<file path="src/rtl/encoder_round_scheduler.sv">
// rtl/encoder_round_scheduler.sv - stage/round sequencer for the matrix-encoder datapaths
module encoder_round_scheduler #(
   parameter int NUM_STAGES = 5,
   parameter int NUM_ROUNDS = 24,
   parameter int ROUND_W    = 5,
   parameter int SEL_W      = 3,
   parameter int TIMEOUT    = 255
) (
   input  logic                  i_clk,
   input  logic                  i_rst,
   input  logic                  i_start,
   input  logic                  i_clear,
   input  logic [NUM_STAGES-1:0] i_stage_done,
   output logic [NUM_STAGES-1:0] o_stage_start,
   output logic [SEL_W-1:0]      o_stage_sel,
   output logic [ROUND_W-1:0]    o_round_idx,
   output logic                  o_busy,
   output logic                  o_done,
   output logic                  o_error
);

   localparam int                 WD_W       = (TIMEOUT < 1) ? 1 : $clog2(TIMEOUT + 1);
   localparam logic [WD_W-1:0]    WD_MAX     = WD_W'(TIMEOUT);
   localparam logic [SEL_W-1:0]   LAST_STAGE = SEL_W'(NUM_STAGES - 1);
   localparam logic [ROUND_W-1:0] LAST_ROUND = ROUND_W'(NUM_ROUNDS - 1);

   typedef enum logic [2:0] {
      S_IDLE,
      S_ISSUE,
      S_WAIT,
      S_NEXT,
      S_FINISH,
      S_ERR
   } state_t;

   state_t                r_state;
   state_t                w_state_nxt;
   logic [SEL_W-1:0]      r_stage;
   logic [SEL_W-1:0]      w_stage_nxt;
   logic [ROUND_W-1:0]    r_round;
   logic [ROUND_W-1:0]    w_round_nxt;
   logic [WD_W-1:0]       r_wdog;
   logic [WD_W-1:0]       w_wdog_nxt;
   logic [NUM_STAGES-1:0] w_stage_onehot;

   // the stage that currently owns the line buffer, as a one-hot handshake vector
   assign w_stage_onehot = NUM_STAGES'(1) << r_stage;

   // state and sequencing registers; reset drops every output through the decoded state
   always_ff @(posedge i_clk or negedge i_rst) begin
      if (!i_rst) begin
         r_state <= S_IDLE;
         r_stage <= '0;
         r_round <= '0;
         r_wdog  <= '0;
      end else begin
         r_state <= w_state_nxt;
         r_stage <= w_stage_nxt;
         r_round <= w_round_nxt;
         r_wdog  <= w_wdog_nxt;
      end
   end

   // next-state logic; outputs are decoded only from registered state, never from inputs
   always_comb begin
      w_state_nxt   = r_state;
      w_stage_nxt   = r_stage;
      w_round_nxt   = r_round;
      w_wdog_nxt    = r_wdog;
      o_stage_start = '0;
      o_stage_sel   = '0;
      o_round_idx   = r_round;
      o_busy        = 1'b0;
      o_done        = 1'b0;
      o_error       = 1'b0;
      case (r_state)
         S_IDLE: begin
            if (i_start) begin
               w_state_nxt = S_ISSUE;
               w_stage_nxt = '0;
               w_round_nxt = '0;
            end
         end
         S_ISSUE: begin
            o_stage_start = w_stage_onehot;
            o_stage_sel   = r_stage;
            o_busy        = 1'b1;
            w_wdog_nxt    = '0;
            // a done before the stage has even seen its start is a protocol violation
            w_state_nxt   = (|i_stage_done) ? S_ERR : S_WAIT;
         end
         S_WAIT: begin
            o_stage_sel = r_stage;
            o_busy      = 1'b1;
            if (i_stage_done == w_stage_onehot) begin
               w_state_nxt = S_NEXT;
            end else if (|(i_stage_done & ~w_stage_onehot)) begin
               w_state_nxt = S_ERR;
            end else if (r_wdog == WD_MAX) begin
               w_state_nxt = S_ERR;
            end else begin
               w_wdog_nxt = r_wdog + WD_W'(1);
            end
         end
         S_NEXT: begin
            o_stage_sel = r_stage;
            o_busy      = 1'b1;
            if (r_stage != LAST_STAGE) begin
               w_stage_nxt = r_stage + SEL_W'(1);
               w_state_nxt = S_ISSUE;
            end else if (r_round != LAST_ROUND) begin
               w_stage_nxt = '0;
               w_round_nxt = r_round + ROUND_W'(1);
               w_state_nxt = S_ISSUE;
            end else begin
               w_state_nxt = S_FINISH;
            end
         end
         S_FINISH: begin
            o_done      = 1'b1;
            w_state_nxt = S_IDLE;
         end
         S_ERR: begin
            // stage and round registers are left untouched so the fault point stays visible
            o_error     = 1'b1;
            o_stage_sel = r_stage;
            if (i_clear) begin
               w_state_nxt = S_IDLE;
            end
         end
         default: begin
            w_state_nxt = S_IDLE;
         end
      endcase
   end

endmodule

</file>
<file path="config.mk">
export PLATFORM = sky130hd
export DESIGN_NAME = encoder_round_scheduler
export DESIGN_NICKNAME = d
export VERILOG_FILES = /design/src/rtl/encoder_round_scheduler.sv
export SDC_FILE = /design/constraint.sdc
export NUM_CORES = 1
export LEC_CHECK = 0
export ABC_AREA = 1
export CAP_MARGIN = 20
export CORE_MARGIN = 3
export CORE_UTILIZATION = 26
export CTS_CLUSTER_SIZE = 30
export DETAILED_ROUTE_END_ITERATION = 16
export SLEW_MARGIN = 25
export SYNTH_ARGS = -nofsm -noshare
export SYNTH_HDL_FRONTEND = slang
export SYNTH_SLANG_ARGS = --single-unit
</file>
<file path="constraint.sdc">
create_clock -name i_clk -period 2.3 [get_ports i_clk]
set_input_delay 0.46 -clock i_clk [delete_from_list [all_inputs] [get_ports i_clk]]
set_output_delay 0.46 -clock i_clk [all_outputs]
set_load 0.005 [all_outputs]
</file>
Yosys cells after proc, flatten, opt, wreduce, memory -nomap -nowiden
Cells that the tools add are included.
{"block": "word_totals", "ff_bits": 19, "input_bits": 9, "out_inout_bits": 16, "wordCells": 65}
{"block": "op_classes", "add_sub_neg": 3, "n_eq_ne": 18, "shifts": 1, "mux": 26, "bitwise_logic": 2, "n_reduce_logical": 11}
{"operator": "3-bit 2-to-1 mux", "count": 12}
{"operator": "8-bit 2-to-1 mux", "count": 3}
{"operator": "5-bit 2-to-1 mux", "count": 4}
{"operator": "8-bit case mux with 2 select lines", "count": 1}
{"operator": "3-bit case mux with 5 select lines", "count": 1}
{"operator": "2-bit inequality test, second input constant", "count": 7}
{"operator": "5-bit case mux with 2 select lines", "count": 1}
{"operator": "5-bit OR reduction", "count": 2}
{"operator": "8-bit by 1-bit adder with 8-bit output, second input constant", "count": 1}
{"operator": "8-bit == test, second input constant", "count": 1}
{"operator": "4-bit AND reduction", "count": 2}
{"operator": "3-bit by 2-bit == test with 1-bit output, second input constant", "count": 2}
{"operator": "3-bit == test, second input constant", "count": 2}
{"operator": "3-bit inequality test, second input constant", "count": 2}
{"operator": "3-bit case mux with 2 select lines", "count": 1}
{"operator": "3-bit AND reduction", "count": 2}
{"operator": "5-bit by 1-bit adder with 5-bit output, second input constant", "count": 1}
{"operator": "5-bit bitwise AND", "count": 1}
{"operator": "5-bit == test", "count": 1}
{"operator": "5-bit inequality test, second input constant", "count": 1}
{"operator": "5-bit inverter", "count": 1}
{"operator": "1-bit by 3-bit left shift with 5-bit output, first input constant", "count": 1}
{"operator": "4-bit inequality test, second input constant", "count": 1}
{"operator": "2-bit nonzero test", "count": 2}
{"operator": "other kinds (6)", "count": 8}

Logic depth before layout (Yosys ltp)
{"block": "logic_depth", "ltp_word": 7, "mapped_depth": 12, "ltp_nobuf": 11}

Worst setup path before layout
Ideal clock, no wire load.
{"block": "synth_timing", "path_kind": "register -> register", "start": "reg r_stage[0]", "end": "reg r_wdog[0]", "setup_time_ps": 123, "arrival_ps": 1579, "t_required_ps": 2177, "slack_ps": 598, "path_stages_with_launch": 12, "n_path_buf": 1, "period_less_slack_ps": 1702, "path_cell_list": "dfrtp_1 ha_1 ha_1 inv_1 ha_1 nand3_1 nor2_1 nor2_1 nand2_2 buf_6 nand3_1 o21ai_1"}
{"block": "synth_via", "elab_chain_len": 6, "elab_cells_between_ends": 8, "classes_between": "eq/ne (3); shift (1); bitwise (2); reduce/logical (2)"}
{"element": "start, declared", "line": "38", "text": "logic [SEL_W-1:0] r_stage;"}
{"element": "start signal, assigned", "line": "58", "text": "r_stage <= w_stage_nxt;"}
{"element": "1-bit by 3-bit left shift with 5-bit output *", "line": "47", "text": "assign w_stage_onehot = NUM_STAGES'(1) << r_stage;"}
{"element": "5-bit inverter", "line": "97", "text": "end else if (|(i_stage_done & ~w_stage_onehot)) begin"}
{"element": "5-bit bitwise AND", "line": "97"}
{"element": "5-bit OR reduction", "line": "97"}
{"element": "2-bit inequality test (no source line)"}
{"element": "4-bit AND reduction (no source line) *"}
{"element": "end signal, assigned", "line": "60", "text": "r_wdog <= w_wdog_nxt;"}
{"element": "end, declared", "line": "42", "text": "logic [WD_W-1:0] r_wdog;"}
Mark *: on every way between the ends. The rest lies on a longest branch, timed or not.
A chain may end at the register's enable or synchronous reset.

Final worst setup path
{"block": "layout_timing", "start": "reg r_stage[0]", "end": "out o_stage_start[4]"}
{"block": "layout_via", "elab_chain_len": 2}
{"element": "1-bit by 3-bit left shift with 5-bit output", "line": "47"}
{"element": "5-bit 2-to-1 mux", "line": "76", "text": "case (r_state)"}
{"element": "end, declared", "line": "14", "text": "output logic [NUM_STAGES-1:0] o_stage_start,"}
Every way passes these cells.

==> impl_summary.md <==
Status
The flow ran to the end, and the final reports show no timing, DRC or antenna violations.

Synthesis
The number of unique standard cell types used by synthesis is 29. For this run, the number of Yosys warnings is 0. The most common cell in the synthesized netlist is sky130_fd_sc_hd__nand2_1.

Counting flops and latches in the post-synthesis netlist gives 19. Summing every instance area after synthesis gives 1390 um2. By area the synthesized netlist is led by sky130_fd_sc_hd__dfrtp_1 34%, sky130_fd_sc_hd__nand2_1 11%, sky130_fd_sc_hd__ha_1 11%.

Of the synthesized area, sequential elements account for 34.3%. Each instance of the synthesized netlist takes up on average approximately 7.3 um2. The cell taking the most area after synthesis is sky130_fd_sc_hd__dfrtp_1.

The number of synthesized flops with an enable pin is 0. In the synthesized netlist, the cells that appear most often are 42 x sky130_fd_sc_hd__nand2_1, 32 x sky130_fd_sc_hd__nor2_1, 20 x sky130_fd_sc_hd__inv_1. The commonest register cell after synthesis is sky130_fd_sc_hd__dfrtp_1.

For this run, asynchronously set or reset flops after synthesis account for 100%. The post-synthesis instance total is approximately 190. The total nets after synthesis is 210. In this run the biggest area consumer among cell types represents about a third of the synthesized area.

Floorplan
The region available for standard cell placement spans between 4000 and 5000 um2. The floorplan has 25 rows. The die is 79.1 um tall. The width of the die is 79.1 um.

25 I/O pins were placed. The full die area is ~6200 um2. The initial utilization of the core area, before any placement, comes to 28.1%.

Power
The internal power of the cells totals 0.000663 W. The worst supply voltage drop on vdd is around 440 uV. Of the total power, registers draw 36.5%. The total power per unit cell area is roughly 600 nW/um2. The clock network accounts for about 22% of the total power. The total leakage power is roughly 0.82 nW. Combinational logic burns between 40 and 50% of the power. Summing internal, switching and leakage power gives 0.00105 W. The switching power summed over all nets is ~0.00039 W. Of the total power, the share spent switching nets is between 30 and 40%.

Global routing
The sum of overflow across all layers after global routing is 0. The initial antenna violation count is 0. The global-route wire length before repair is between 5000 and 6000 um. The number of global-route vias before repair is approximately 1200. The largest net degree at the start of global routing is 20. Global routing used approximately a tenth of the available tracks.

Timing
Static timing analysis puts the maximum clock frequency at between 400 and 500 MHz. The part of the cycle the worst path needs is between 90% and 100%. The worst hold-check slack is between 500 and 600 ps.

The worst pin sits at a relative slew slack of 79.9%. Setup violations remaining at the end of the flow were counted as 0. The number of max-slew violations in the final report is 0. The slew at the pin with the worst max-slew slack is slightly below 300 ps. Setup repair after global routing left no endpoint under its margin. The setup clock skew after layout is 4.48 ps. The number of hold violations in the final report is 0. For the final routed database, the setup TNS stands at 0 ps. The shortest period the worst path allows is about 2200 ps.

Critical path
The maximum fanout along the worst path is 5. The minimum setup slack among reg-to-reg paths is ~320 ps. The worst setup path is launched from a register. The destination of the worst register-to-register timing path is r_wdog[5]$_DFFE_PN0P_.

The cell at the slowest stage of the critical path is sky130_fd_sc_hd__clkdlybuf4s50_1. The data arrival time of the critical path is 1710 ps. The critical path is of the reg -> out type. The length in cells of the worst reg-to-reg path is 11. The worst register-to-register path begins at r_stage[0]$_DFFE_PN0P_. The type of destination of the critical path is an output port. The signal on the critical path passes through inv_1 > ha_1 > nand2_1 > nor2_1 > clkdlybuf4s50_1. STA puts the critical path data required time at 1840 ps. The largest incremental delay on the critical path is around 510 ps.

Finish
Cells with a size suffix above 1 make up between 10% and 20% of the layout. The repair_antennas step left the layout with diodes totalling 0. The net count of the finished layout is 240. Once layout is complete, the cells apart from fillers number around 290. The area growth from synthesis to final layout is 27.2%. Cells fill 35.7% of the core in the end.

Drt
The pre-antenna-repair detailed-routing pass consisted of 4 iterations. For this run, design rule violations remaining after detail routing come to 0. Across all layers, the routed design uses between 1000 and 1500 vias. The residual antenna-violating net count after detailed routing is 0.

The average via count per standard cell is 4.34. The number of DRC markers after the initial detailed-route iteration is approximately 100. The routed wire length is between 3000 and 4000 um. Dividing the detail-routed wire length by the instance count gives between 10 and 15 um.

CTS
The number of clock buffers added by TritonCTS is 3. The tree is rooted in a sky130_fd_sc_hd__clkbuf_8. Clock-pin slew was measured on the worst setup and hold paths at around 80 ps. The number of H-tree levels is 1. The longest clock path from root to sink contains 2 buffers. The clock net in this run drives a total of 19 sinks.

The clock latency reported for the late side of the worst-skew pair is 250 ps. The TritonCTS clock tree is yes. The count of hold-fix buffers inserted at cts is 0.

Worst hold path
The worst hold path belongs to the class reg -> reg. The worst hold path endpoint is r_wdog[0]$_DFFE_PN0P_. The cell depth of the worst hold path is 1. The startpoint identified for the worst hold timing path is r_wdog[0]$_DFFE_PN0P_.

Placed design
The number of placed cells counting well taps is approximately 280. Once detailed placement completed, the half-perimeter wirelength came to about 2400 um. The final estimated routing congestion in global placement is ~0.80.

The quantity of I/O buffers inserted on ports is 24.

Run
Across the run, the number of max-cap violations was 0.
==> power groups by stage <==
| stage | clock [W] | combinational (W) | sequential [W] |
|---|---|---|---|
| floorplan | 0 | 0.000270 | 0.000382 |
| global placement | 0 | 0.000405 | 0.000387 |
| detailed placement | 0 | 0.000402 | 0.000388 |
| CTS | 0.000249 | 0.000403 | 0.000382 |
| global route | 0.000263 | 0.000490 | 0.000387 |
| finish | 0.000236 | 0.000433 | 0.000384 |
==> logic make-up after synthesis <==
group | synth area share, %
mux | 0.721
flops | 34.3
simple gates | 35.9
fa+ha+maj | 10.8
buf+inv | 8.84
xor+xnor | 1.89
compound gates | 7.57
==> cell type report <==
class                      count  area [um2]
fill                         541        3180
clock buffer                   3        41.3
clock inverter                 1        5.00
inverter                      27         104
sequential                    19         477
timing repair buffer          27         263
multi-input combinational    141         792
tap                           67        83.8
==> metal layers <==
layer	up-vias	GRT usage, %	wire [um]
li1	655	-	-
met1	552	15.2	1570
met2	28	16.4	1320
met3	2	2.38	120
met4	0	1.55	15
met5	-	0	0
==> worst max-delay path, delay by kind of cell (launching register included) <==
family	cells	cell delay, ps
buffers and inverters	2	630
and+or+nand+nor	2	210
adders and majority gates	1	180
DFF	1	430
==> stage by stage <==
step | instance area, um2 | worst slack, ps
after floorplan | 1390 | 598
after global placement | 1700 | 266
after detailed placement | 1700 | 236
after CTS | 1750 | 55.7
after global routing | 1770 | 11.1
final | 1770 | 131
==> worst max-delay path by stage <==
stage | start | endpoint | slack, ps | cells after the start
after floorplan | r_stage[0]$_DFFE_PN0P_ | r_wdog[0]$_DFFE_PN0P_ | 600 | 11
after global placement | i_stage_done[1] | r_wdog[5]$_DFFE_PN0P_ | 270 | 9
after CTS | r_state[1]$_DFFE_PN0P_ | o_stage_start[4] | 60 | 6
after global routing | r_stage[0]$_DFFE_PN0P_ | o_stage_start[4] | 10 | 5
final | r_stage[0]$_DFFE_PN0P_ | o_stage_start[4] | 130 | 5
after detailed placement | i_stage_done[1] | r_wdog[6]$_DFFE_PN0P_ | 240 | 9
==> timing repair <==
action | in CTS | in global routing
endpoints found under the hold margin | 0 | 0
endpoints found under the setup margin | 0 | 5
resized for setup | 0 | 2
buffers inserted | 0 | 2
==> cells in the final DEF (no fill, tap or decap) <==
cell type / count
sky130_fd_sc_hd__nor2_1: 31
sky130_fd_sc_hd__mux2i_1: 1
sky130_fd_sc_hd__ha_1: 12
sky130_fd_sc_hd__o21ai_2: 1
sky130_fd_sc_hd__o21ai_0: 3
sky130_fd_sc_hd__nand2_2: 6
sky130_fd_sc_hd__a21oi_1: 3
sky130_fd_sc_hd__nor3_1: 2
sky130_fd_sc_hd__inv_4: 1
sky130_fd_sc_hd__a31oi_1: 1
sky130_fd_sc_hd__inv_2: 6
sky130_fd_sc_hd__inv_1: 20
sky130_fd_sc_hd__nor3b_1: 2
sky130_fd_sc_hd__nand3_1: 15
sky130_fd_sc_hd__nor2_2: 3
sky130_fd_sc_hd__clkbuf_8: 3
sky130_fd_sc_hd__o22ai_2: 1
sky130_fd_sc_hd__clkdlybuf4s50_1: 24
sky130_fd_sc_hd__clkinv_2: 1
sky130_fd_sc_hd__or2_1: 1
sky130_fd_sc_hd__nand2_4: 1
sky130_fd_sc_hd__buf_4: 3
sky130_fd_sc_hd__nand3_2: 2
sky130_fd_sc_hd__o21ai_1: 6
sky130_fd_sc_hd__xor2_1: 3
sky130_fd_sc_hd__o221ai_1: 1
sky130_fd_sc_hd__dfrtp_1: 18
sky130_fd_sc_hd__nand3b_1: 2
sky130_fd_sc_hd__nand3_4: 1
sky130_fd_sc_hd__dfrtp_2: 1
sky130_fd_sc_hd__nand2_1: 42
sky130_fd_sc_hd__a21oi_2: 1
==> state kept, by name, indices dropped and copies added, names as in the netlist <==
register / flops
o_round_idx: 5
r_stage: 3
r_wdog: 8
r_state: 3
Power figures use the tool's default switching activity.
